<file path="src/rtl/counter3_monitor.sv">
// rtl/counter3_monitor.sv - 3-bit counter behaviour monitor with event FIFO and mismatch counter
// Predicts the next count from the observed commands and queues wrap/set/load/mismatch events.
module counter3_monitor #(
    parameter int DEPTH = 4,
    parameter int ERRW  = 8
) (
    input  logic            clk,
    input  logic            reset,
    input  logic            set,
    input  logic            load,
    input  logic [2:0]      count,
    input  logic            err_clr,
    input  logic            evt_ready,
    output logic            evt_valid,
    output logic [2:0]      evt_code,
    output logic [2:0]      evt_value,
    output logic            mismatch,
    output logic [ERRW-1:0] err_cnt,
    output logic            overflow
);

    localparam int AW = $clog2(DEPTH);

    typedef enum logic [2:0] {
        EVT_NONE     = 3'd0,
        EVT_WRAP     = 3'd1,
        EVT_SET      = 3'd2,
        EVT_LOAD     = 3'd3,
        EVT_MISMATCH = 3'd4
    } evt_t;

    logic [2:0]  exp_cnt;
    logic [2:0]  shd;
    logic        chk_en;
    logic [AW:0] wr_ptr;
    logic [AW:0] rd_ptr;
    logic [5:0]  mem [DEPTH];

    logic        miss;
    logic [2:0]  rot;
    logic [2:0]  exp_next;
    evt_t        code;
    logic        push;
    logic        pop;
    logic        empty;
    logic        full;
    logic        accept;
    logic        drop;

    // The prediction is always rebuilt from the observed count, so a single bad sample
    // costs exactly one mismatch rather than a cascade.
    always_comb begin
        miss     = chk_en && (count != exp_cnt);
        rot      = {count[1:0], count[2]};
        exp_next = count + 3'd1;
        if (set) begin
            exp_next = 3'd7;
        end else if (load) begin
            exp_next = rot;
        end
    end

    always_comb begin
        code = EVT_NONE;
        if (miss) begin
            code = EVT_MISMATCH;
        end else if (set) begin
            code = EVT_SET;
        end else if (load) begin
            code = EVT_LOAD;
        end else if (count == 3'd7) begin
            code = EVT_WRAP;
        end
    end

    // Extra pointer MSB separates full from empty when the index bits match.
    assign empty  = (wr_ptr == rd_ptr);
    assign full   = (wr_ptr[AW] != rd_ptr[AW]) && (wr_ptr[AW-1:0] == rd_ptr[AW-1:0]);
    assign push   = (code != EVT_NONE);
    assign pop    = !empty && evt_ready;
    assign accept = push && (!full || pop);
    assign drop   = push && full && !pop;

    assign evt_valid = !empty;
    assign {evt_code, evt_value} = empty ? 6'd0 : mem[rd_ptr[AW-1:0]];

    always_ff @(posedge clk or posedge reset) begin
        if (reset) begin
            exp_cnt  <= '0;
            shd      <= '0;
            chk_en   <= 1'b0;
            wr_ptr   <= '0;
            rd_ptr   <= '0;
            mismatch <= 1'b0;
            err_cnt  <= '0;
            overflow <= 1'b0;
            for (int i = 0; i < DEPTH; i++) begin
                mem[i] <= '0;
            end
        end else begin
            exp_cnt  <= exp_next;
            chk_en   <= 1'b1;
            mismatch <= miss;
            if (load) begin
                shd <= rot;
            end
            if (accept) begin
                mem[wr_ptr[AW-1:0]] <= {code, count};
                wr_ptr              <= wr_ptr + 1'b1;
            end
            if (pop) begin
                rd_ptr <= rd_ptr + 1'b1;
            end
            if (err_clr) begin
                err_cnt <= miss ? ERRW'(1) : '0;
            end else if (miss && !(&err_cnt)) begin
                err_cnt <= err_cnt + 1'b1;
            end
            if (err_clr) begin
                overflow <= drop;
            end else if (drop) begin
                overflow <= 1'b1;
            end
        end
    end

endmodule
</file>
<file path="config.mk">
export PLATFORM = sky130hd
export DESIGN_NAME = counter3_monitor
export DESIGN_NICKNAME = d
export VERILOG_FILES = /design/src/rtl/counter3_monitor.sv
export SDC_FILE = /design/constraint.sdc
export NUM_CORES = 1
export LEC_CHECK = 0
export ABC_AREA = 1
export CAP_MARGIN = 20
export CORE_MARGIN = 4
export CORE_UTILIZATION = 40
export CTS_CLUSTER_DIAMETER = 100
export DETAILED_ROUTE_END_ITERATION = 8
export SYNTH_ARGS = -nofsm -noshare
export SYNTH_HDL_FRONTEND = slang
export SYNTH_SLANG_ARGS = --single-unit
</file>
<file path="constraint.sdc">
create_clock -name clk -period 3.8 [get_ports clk]
set_input_delay 0.76 -clock clk [delete_from_list [all_inputs] [get_ports clk]]
set_output_delay 0.76 -clock clk [all_outputs]
set_load 0.03 [all_outputs]
</file>
==> metrics.txt <==
Netlist cell types 29; Syn Inst Count 287; placement-stage cell area roughly 2700 sq um; share of layout cells above drive strength 1 ~7.7%; Hold Path Depth 2; CTS tree yes; register bit total from synthesis 44; DR pass1 iterations 4; clk slew on worst S/H paths 0.08 ns; period utilization approximately four fifths; Slew Limit Fails 0; number of DRC markers in iteration 0 around 150; post-route ant nets 0; post-synthesis sequential area ratio between 40 and 50%; R2R cell count 6; top cell type by total area after synthesis dfrtp_1; # hold bufs at CTS 0; status finished clean; # rows 28; CP Capture Type primary output; Post-Syn Area per Cell roughly 8.5 sq um; number of port buffers 25; Fin Clk Skew ~0.0075 ns; Final Hold Fails 0; most area-consuming cells after synthesis dfrtp_1, nand2_1, nand4_1; RD Place Congestion between 0.8 and 0.9; Max VDD drop 0.398 mV; TritonCTS buffer count 5; htree depth 2; setup TNS 0 ns; fin crit period about 3.1 ns; Setup Buffers After CTS 0; Ports 26; Hold Path Class reg -> reg; critical path class reg -> out; wire per inst approximately 14 um; area of the mapped netlist ~2400 sq um; startpoint types register; share of the synthesized area in the top cell type a little under half; first-pass GRT wire length 9750 um; Die Ht 85.9 um; Clock Sinks 44; Overflow after GRT 0; leakage power ~1.4 nW; Max transition margin between 50% and 60%; largest net degree at the start of global routing 32; initial antenna violation count 0; core area just under 6000 sq um; Vias roughly 2,000; Worst-Margin Slew about 0.7 ns; PD cells approximately 790 nW/um^2; final net count 329; all-layer global routing usage roughly 17%; max_cap viols 0; Initial Utilization between 40% and 50%; Crit path arrival time about 2.3 ns; Total Wirelength between 5000 and 6000 um; area of the die about 7400 sq um; synth warn 0; Area growth, synth to finish 15.7%; unrepaired setup endpoints after global routing no; design area roughly 2800 sq um; CP required approximately 3 ns; FILL cells 600; vias in the first global route between 1,500 and 2,000; synthesized net count around 300; via density per instance 5.07; post-CTS resize count 0; clk buf depth 2; clk root buf clkbuf_8; f_max 323 MHz; DRC viols 0; Clk Latency, worst-skew pair ~0.30 ns; # diodes 0; CP Max Fanout 15; dpl hpwl between 3000 and 4000 um; Final setup viols 0; Die X-Extent between 80 and 90 um
through the flow:
step,power [mW],hold WS (ns),setup slack (ns),util (%),instances
5_1_grt,2.41,0.497,0.575,47.4,388
3_3_place_gp,1.91,0.452,1.06,45.9,380
6_report,2.22,0.477,0.701,47.4,388
3_5_place_dp,1.93,0.458,1.03,45.9,380
2_1_floorplan,1.57,0.437,1.79,-,287
4_1_cts,2.24,0.478,0.691,47.4,388
worst max-delay path, cell delays in order, from the launching register on:
cell,delay (ns)
dfrtp_1,0.65
inv_1,0.32
o21ai_0,0.28
o22ai_1,0.10
nand2_1,0.07
inv_1,0.04
clkdlybuf4s50_1,0.58
state kept, by name, summed over array words and instances (netlist names):
signal	cells
mem	24
err_cnt	8
exp_cnt	3
rd_ptr	3
wr_ptr	3
chk_en	1
mismatch	1
overflow	1
kinds of logic (layout without fill, tap and decap cells):
| logic type | count (synthesis) | count (layout) | share of synthesized area, % |
|---|---|---|---|
| AO/OA/AOI/OAI | 30 | 30 | 6.75 |
| adder cells (fa/ha/maj) | 8 | 8 | 4.12 |
| AND/OR/NAND/NOR | 159 | 159 | 32.8 |
| flip-flops | 44 | 44 | 45.4 |
| XOR/XNOR | 12 | 12 | 4.33 |
| buffers and inverters | 33 | 59 | 6.49 |
| other | 1 | 1 | 0.154 |
cell usage in the layout (no fill, tap or decap):
cell and n:
nor3_1 2, o21ai_1 5, buf_4 1, clkbuf_8 6, nand2_2 2, nor3_2 1
a21oi_1 4, a21oi_2 1, xnor2_1 4, nand4_1 22, nand2_1 86, xor2_1 8
inv_4 1, nand2_4 4, inv_1 22, nand3_1 15, ha_1 8, nor2_1 20
clkbuf_1 2, dfrtp_1 44, conb_1 1, o211ai_1 1, nand3_2 2, o21ai_0 13
inv_2 1, nand3_4 5, clkinv_1 1, o22ai_1 6, clkdlybuf4s50_1 25
final timing paths:
path	slack (ns)	from	endpoint
max in group asynchronous	2.28	reset	mem[11]$_DFFE_PP0P_
worst min register to register	0.48	mem[11]$_DFFE_PP0P_	mem[11]$_DFFE_PP0P_
min in group asynchronous	0.79	reset	exp_cnt[0]$_DFF_PP0_
worst min-delay path	0.48	mem[11]$_DFFE_PP0P_	mem[11]$_DFFE_PP0P_
worst max register to register	1.85	rd_ptr[0]$_DFFE_PP0P_	mem[13]$_DFFE_PP0P_
worst max-delay path	0.70	rd_ptr[0]$_DFFE_PP0P_	evt_value[0]
cell usage after synthesis (all sizes together):
| library cell | instances |
|---|---|
| buf | 5 |
| nor3 | 3 |
| xnor2 | 4 |
| nand3 | 22 |
| dfrtp | 44 |
| clkbuf | 3 |
| o211ai | 1 |
| nor2 | 20 |
| inv | 25 |
| xor2 | 8 |
| conb | 1 |
| o22ai | 6 |
| nand2 | 92 |
| nand4 | 22 |
| a21oi | 5 |
| o21ai | 18 |
| ha | 8 |
power breakdown:
part / total, mW / internal [mW] / switching [mW]
Sequential: 0.789 / 0.637 / 0.152
Combinational: 1.12 / 0.431 / 0.688
Clock: 0.311 / 0.149 / 0.162
cell type report:
class	instances	area [sq um]	share of cell area, %
sequential	44	1100	39.2
clock buffer	8	90.1	3.21
timing repair buffer	26	258	9.18
inverter	25	96.3	3.43
multi-input combinational	210	1170	41.6
tap	75	93.8	3.34
routing by layer:
metal / vias up / wire [um] / global-route usage (%) / part of all wire [%]
li1: 999 / - / - / -
met1: 923 / 2720 / 24.7 / 49
met2: 38 / 2500 / 24.1 / 45
met3: 8 / 226 / 3.75 / 4.1
met4: 0 / 101 / 5.90 / 1.8
met5: - / 0 / 0 / 0
(Power assumes the default switching activity.)
==> edit 1: new RTL, same settings <==
Set the parameter `DEPTH` to 8 (it was 4).
--- a/src/rtl/counter3_monitor.sv
+++ b/src/rtl/counter3_monitor.sv
@@ -1,7 +1,7 @@
 // rtl/counter3_monitor.sv - 3-bit counter behaviour monitor with event FIFO and mismatch counter
 // Predicts the next count from the observed commands and queues wrap/set/load/mismatch events.
 module counter3_monitor #(
-    parameter int DEPTH = 4,
+    parameter int DEPTH = 8,
     parameter int ERRW  = 8
 ) (
     input  logic            clk,
Function: changed (a bounded check fails within 10 cycles, from zero or initial values and one cycle with reset high).
==> edit 1 against the unedited design <==
  * Total power up 63%
  * Final area up 55%
  * Worst setup slack worse by 330 ps
  * Area after synthesis up 59%
  * Register-to-register slack worse by 580 ps
  * Wire length up 81%
  * Synthesized cell count up 68%
  * Sequential cell count up 26
  * Largest cell class unchanged
==> edit 1: results (changes against the unedited design) <==
[run_status]
status = finished, final reports clean

[critical_path]
reg2reg_depth = 8  ; +2
crit_start = rd_ptr[1]
r2r_setup_slack_ps = 1270  ; -580 ps
cpLargestDelayFamily = flip-flops
worstPathMaxFanout = 28  ; +13
arrival_ps = 2670  ; +330 ps
reg2reg_to = mem[37]
crit_path_end = evt_code[2]

[logic_synthesis]
synth_compound_area_share_pct = 7.02  ; +0.26 points
yosys.area_share.xor_xnor_pct = 3.35  ; -0.98 points
ys_seq_area_share_pct = 45.5  ; +0.11 points
synth_common_cells = nand2_1, dfrtp_1, nor2_1
netlist_top_cells_area = dfrtp_1, nand2_1, nand4_1
synth.avg_cell_area_um2 = 7.99  ; -5.5%
ys_types = 33  ; +14%
syn_nets = 496  ; +63%
synth_fa_ha_area_share_pct = 1.62  ; -2.5 points

[final_layout]
buf_share_pct = 7.30  ; -1.9 points
clockBufferCount = 9  ; +1
fillers = 961  ; +60%
nets = 514  ; +56%
stdcell_count = 633  ; +63%
regArea_um2 = 1750  ; +59%
n_all_inverters = 22  ; -12%
reg.largest.list = mem: 48 flops, err_cnt: 8 flops
multi_input_comb_area_um2 = 1830  ; +56%

[routing]
drt_iter0_drc = 213  ; +41%
viasPerCell = 5.26  ; +3.7%
drt-wirelength-per-cell_um = 15.9  ; +11%
firstDrtPassIters = 5  ; +1

[hold_path]
min_to = mem[17]
min_from = mem[17]

[power_and_ir_drop]
p_seq_uw = 1310  ; +66%
pg_clk_uw = 657  ; +110%
total_leakage_power_uw = 0.00211  ; +53%
p_switching_uw = 1620  ; +62%

[global_route]
grt_pass1_vias = 3281  ; +73%
grt_max_degree = 37  ; +16%

[sta]
timing.final.crit_share_pct = 90.2  ; +8.7 points
holdWs_ps = 479  ; +2.61 ps

[placement]
hpwl_um = 7000  ; +76%
place_congestion = 0.846  ; -4.0%
pre_cts_ws_ps = 721  ; -305 ps
dp_cells = 618  ; +63%
post_dp_cell_area_um2 = 4140  ; +52%

[clock_network]
htree_levels = 3  ; +1

[floorplanning]
fp.coreArea_um2 = 9330  ; +58%

## edit 1: changes by cell type in the layout (fill, tap and decap cells not counted), moves of 4 or more
cell / unedited run / this run
nand3_2: 2 / 9
o21ai_0: 13 / 32
nand2_1: 86 / 150
nand4_1: 22 / 49
buf_4: 1 / 9
nand3_4: 5 / 1
o22ai_1: 6 / 0
dfrtp_1: 44 / 70
nor2_1: 20 / 66
o32ai_1: 0 / 6
o21ai_1: 5 / 1
## edit 1: cells by family (layout without fill, tap and decap cells)
logic type / after synthesis / in the layout
flops: 70 / 70
simple gates: 298 / 298
xor+xnor: 13 / 13
fa+ha+maj: 5 / 5
buf+inv: 49 / 71
compound gates: 46 / 46
other cells: 1 / 1
## edit 1: metal layers
metal	vias to the layer above	global-route usage [%]	wire [um]
li1	1637	-	-
met1	1604	27.0	4840
met2	79	29.6	4730
met3	9	2.37	368
met4	0	7.31	116
met5	-	0	0
## edit 1: tightest hold or removal path, delay by kind of cell (launching register included)
kind,cells,cell delay [ps]
DFF,1,350
and+or+nand+nor,2,90
==> edit 2: new RTL, same settings <==
Without the edit above. Register the output `err_cnt` once more, with the module's reset; this adds one clock of latency there. The other outputs are not delayed to match.
--- a/src/rtl/counter3_monitor.sv
+++ b/src/rtl/counter3_monitor.sv
@@ -28,6 +28,8 @@
         EVT_LOAD     = 3'd3,
         EVT_MISMATCH = 3'd4
     } evt_t;
+
+    logic [ERRW-1:0] err_cnt_s0;
 
     logic [2:0]  exp_cnt;
     logic [2:0]  shd;
@@ -92,7 +94,7 @@
             wr_ptr   <= '0;
             rd_ptr   <= '0;
             mismatch <= 1'b0;
-            err_cnt  <= '0;
+            err_cnt_s0 <= '0;
             overflow <= 1'b0;
             for (int i = 0; i < DEPTH; i++) begin
                 mem[i] <= '0;
@@ -112,9 +114,9 @@
                 rd_ptr <= rd_ptr + 1'b1;
             end
             if (err_clr) begin
-                err_cnt <= miss ? ERRW'(1) : '0;
-            end else if (miss && !(&err_cnt)) begin
-                err_cnt <= err_cnt + 1'b1;
+                err_cnt_s0 <= miss ? ERRW'(1) : '0;
+            end else if (miss && !(&err_cnt_s0)) begin
+                err_cnt_s0 <= err_cnt_s0 + 1'b1;
             end
             if (err_clr) begin
                 overflow <= drop;
@@ -124,4 +126,12 @@
         end
     end
 
+    always_ff @(posedge clk or posedge reset) begin
+        if (reset) begin
+            err_cnt <= '0;
+        end else begin
+            err_cnt <= err_cnt_s0;
+        end
+    end
+
 endmodule
Behaviour: not the same (Yosys sat finds a counterexample within 4 cycles, from zero or initial values and one cycle with reset high).
==> edit 2 against the unedited design <==
  * Worst hold slack worse by 31 ps
  * Count of clock-buffer cells in the layout decreased by 3
  * Global-route usage down 1.3 points
  * Sequential cell count rose by 8
  * Core utilization shrank 0.11 points
  * Final area increased by 7.6%
  * Sequential power up 9.9%
  * Die area increased by 8.0%
  * Total power is 4.2% higher
  * Wire length is 1.2% higher
  * Area after synthesis grew 8.8%
  * Worst setup slack worse by 0.94 ps
  * Non-clock buffer count did not move
  * Register-to-register slack about the same
  * Critical endpoint is now evt_code[1]
==> edit 2: results (changes against the unedited design) <==
[sta]
min_period_ps = 3100  ; +0.940 ps
worst_slew_pin_slew_ps = 706  ; -1.36 ps
finClkSkew_ps = 10.6  ; +3.08 ps

[power_and_ir_drop]
total_leakage_power_uw = 0.00149  ; +7.6%
ir_drop_v = 0.000424  ; +6.4%

[global_route]
grt_pass1_wl_um = 9580  ; -1.7%
antenna_found_initial = 0  ; unchanged
grt_usage_pct = 15.5  ; -1.3 points
grt_pass1_vias = 1996  ; +5.3%

[run_status]
status = finished, final reports clean

[placement]
pre_cts_ws_ps = 1020  ; -4.81 ps
post_dp_cell_area_um2 = 2930  ; +7.8%
place_congestion = 0.799  ; -9.4%
hpwl_um = 3950  ; -0.41%

[clock_network]
clkTransAtPathRegs_ps = 100  ; +20 ps
ctsResizeCount = 0  ; unchanged
root_buffer = clkbuf_8
clkLatencyLatePin_ps = 300  ; about the same

[routing]
drt_iter0_drc = 227  ; +50%
viasPerCell = 5.17  ; +1.8%
drt-wirelength-per-cell_um = 14.0  ; -1.8%

[logic_synthesis]
ys_seq_area_share_pct = 49.3  ; +3.9 points
synth_common_cells = nand2_1, dfrtp_1, nand4_1
ys_types = 31  ; +6.9%
synthFlopType = dfrtp_1
ys_warn_count = 0  ; unchanged
syn_nets = 315  ; +3.6%
netlist_top_cells_area = dfrtp_1, nand2_1, nand4_1
async_flop_share_pct = 100  ; unchanged

[critical_path]
arrival_ps = 2340  ; about the same

[final_layout]
n_antenna_cell = 0  ; unchanged
nets = 339  ; +3.0%
layout-drive-gt1-share_pct = 9.60  ; +1.9 points
reg.largest.list = mem: 24 flops, err_cnt: 8 flops, err_cnt_s0: 8 flops

==> edit 2: logic make-up after synthesis <==
logic type	count (synthesis)	synth area share (%)
adders and majority gates	8	3.79
DFF	52	49.3
xor gates and xnor gates	10	3.32
other	1	0.142
AOI/OAI and AO/OA	31	6.63
buffers and inverters	31	5.78
and+or+nand+nor	165	31.1
==> edit 2: critical path: stages, from the launching register on <==
cell and delay [ps]:
dfrtp_1 560, inv_1 390, nor2_1 90, o22ai_1 220, nand2_1 80, inv_1 50
clkdlybuf4s50_1 650
==> edit 2: power by group <==
group	total, uW	internal (uW)	switching, uW
Combinational	1120	429	691
Sequential	867	724	143
Clock	326	132	193
==> edit 2: final cells by class <==
type	instances	area, um^2
multi-input combinational	215	1190
inverter	22	87.6
clock inverter	3	22.5
clock buffer	5	68.8
timing repair buffer	26	258
tap	77	96.3
fill	617	3360
sequential	52	1300
==> edit 2: worst paths after layout <==
path                          startpoint           to  cells after the start
setup / recovery               rd_ptr[0]  evt_code[1]                      6
hold / removal             err_cnt_s0[1]   err_cnt[1]                      0
setup reg to reg               rd_ptr[0]      mem[11]                      6
hold reg to reg            err_cnt_s0[1]   err_cnt[1]                      0
max in group asynchronous          reset    wr_ptr[2]                      3
min in group asynchronous          reset       mem[4]                      2
==> edit 2: per-stage QoR <==
stage	total power [uW]	instances	util [%]	hold slack (ps)
after CTS	2330	400	47.3	448
after detailed placement	2010	392	45.9	423
after global placement	2000	392	45.9	425
after global routing	2510	400	47.3	466
final	2310	400	47.3	445
after floorplan	1660	298	-	398
==> edit 2: per-layer routing <==
layer  vias up  part of all wire (%)  GRT usage [%]  routed length [um]
met5         -                     0              0                   0
met4         0                  0.93           3.92                  52
met3         5                   4.6           3.41                 260
met2        40                    45           23.1                2520
met1       990                    49           22.9                2780
li1       1031                     -              -                   -
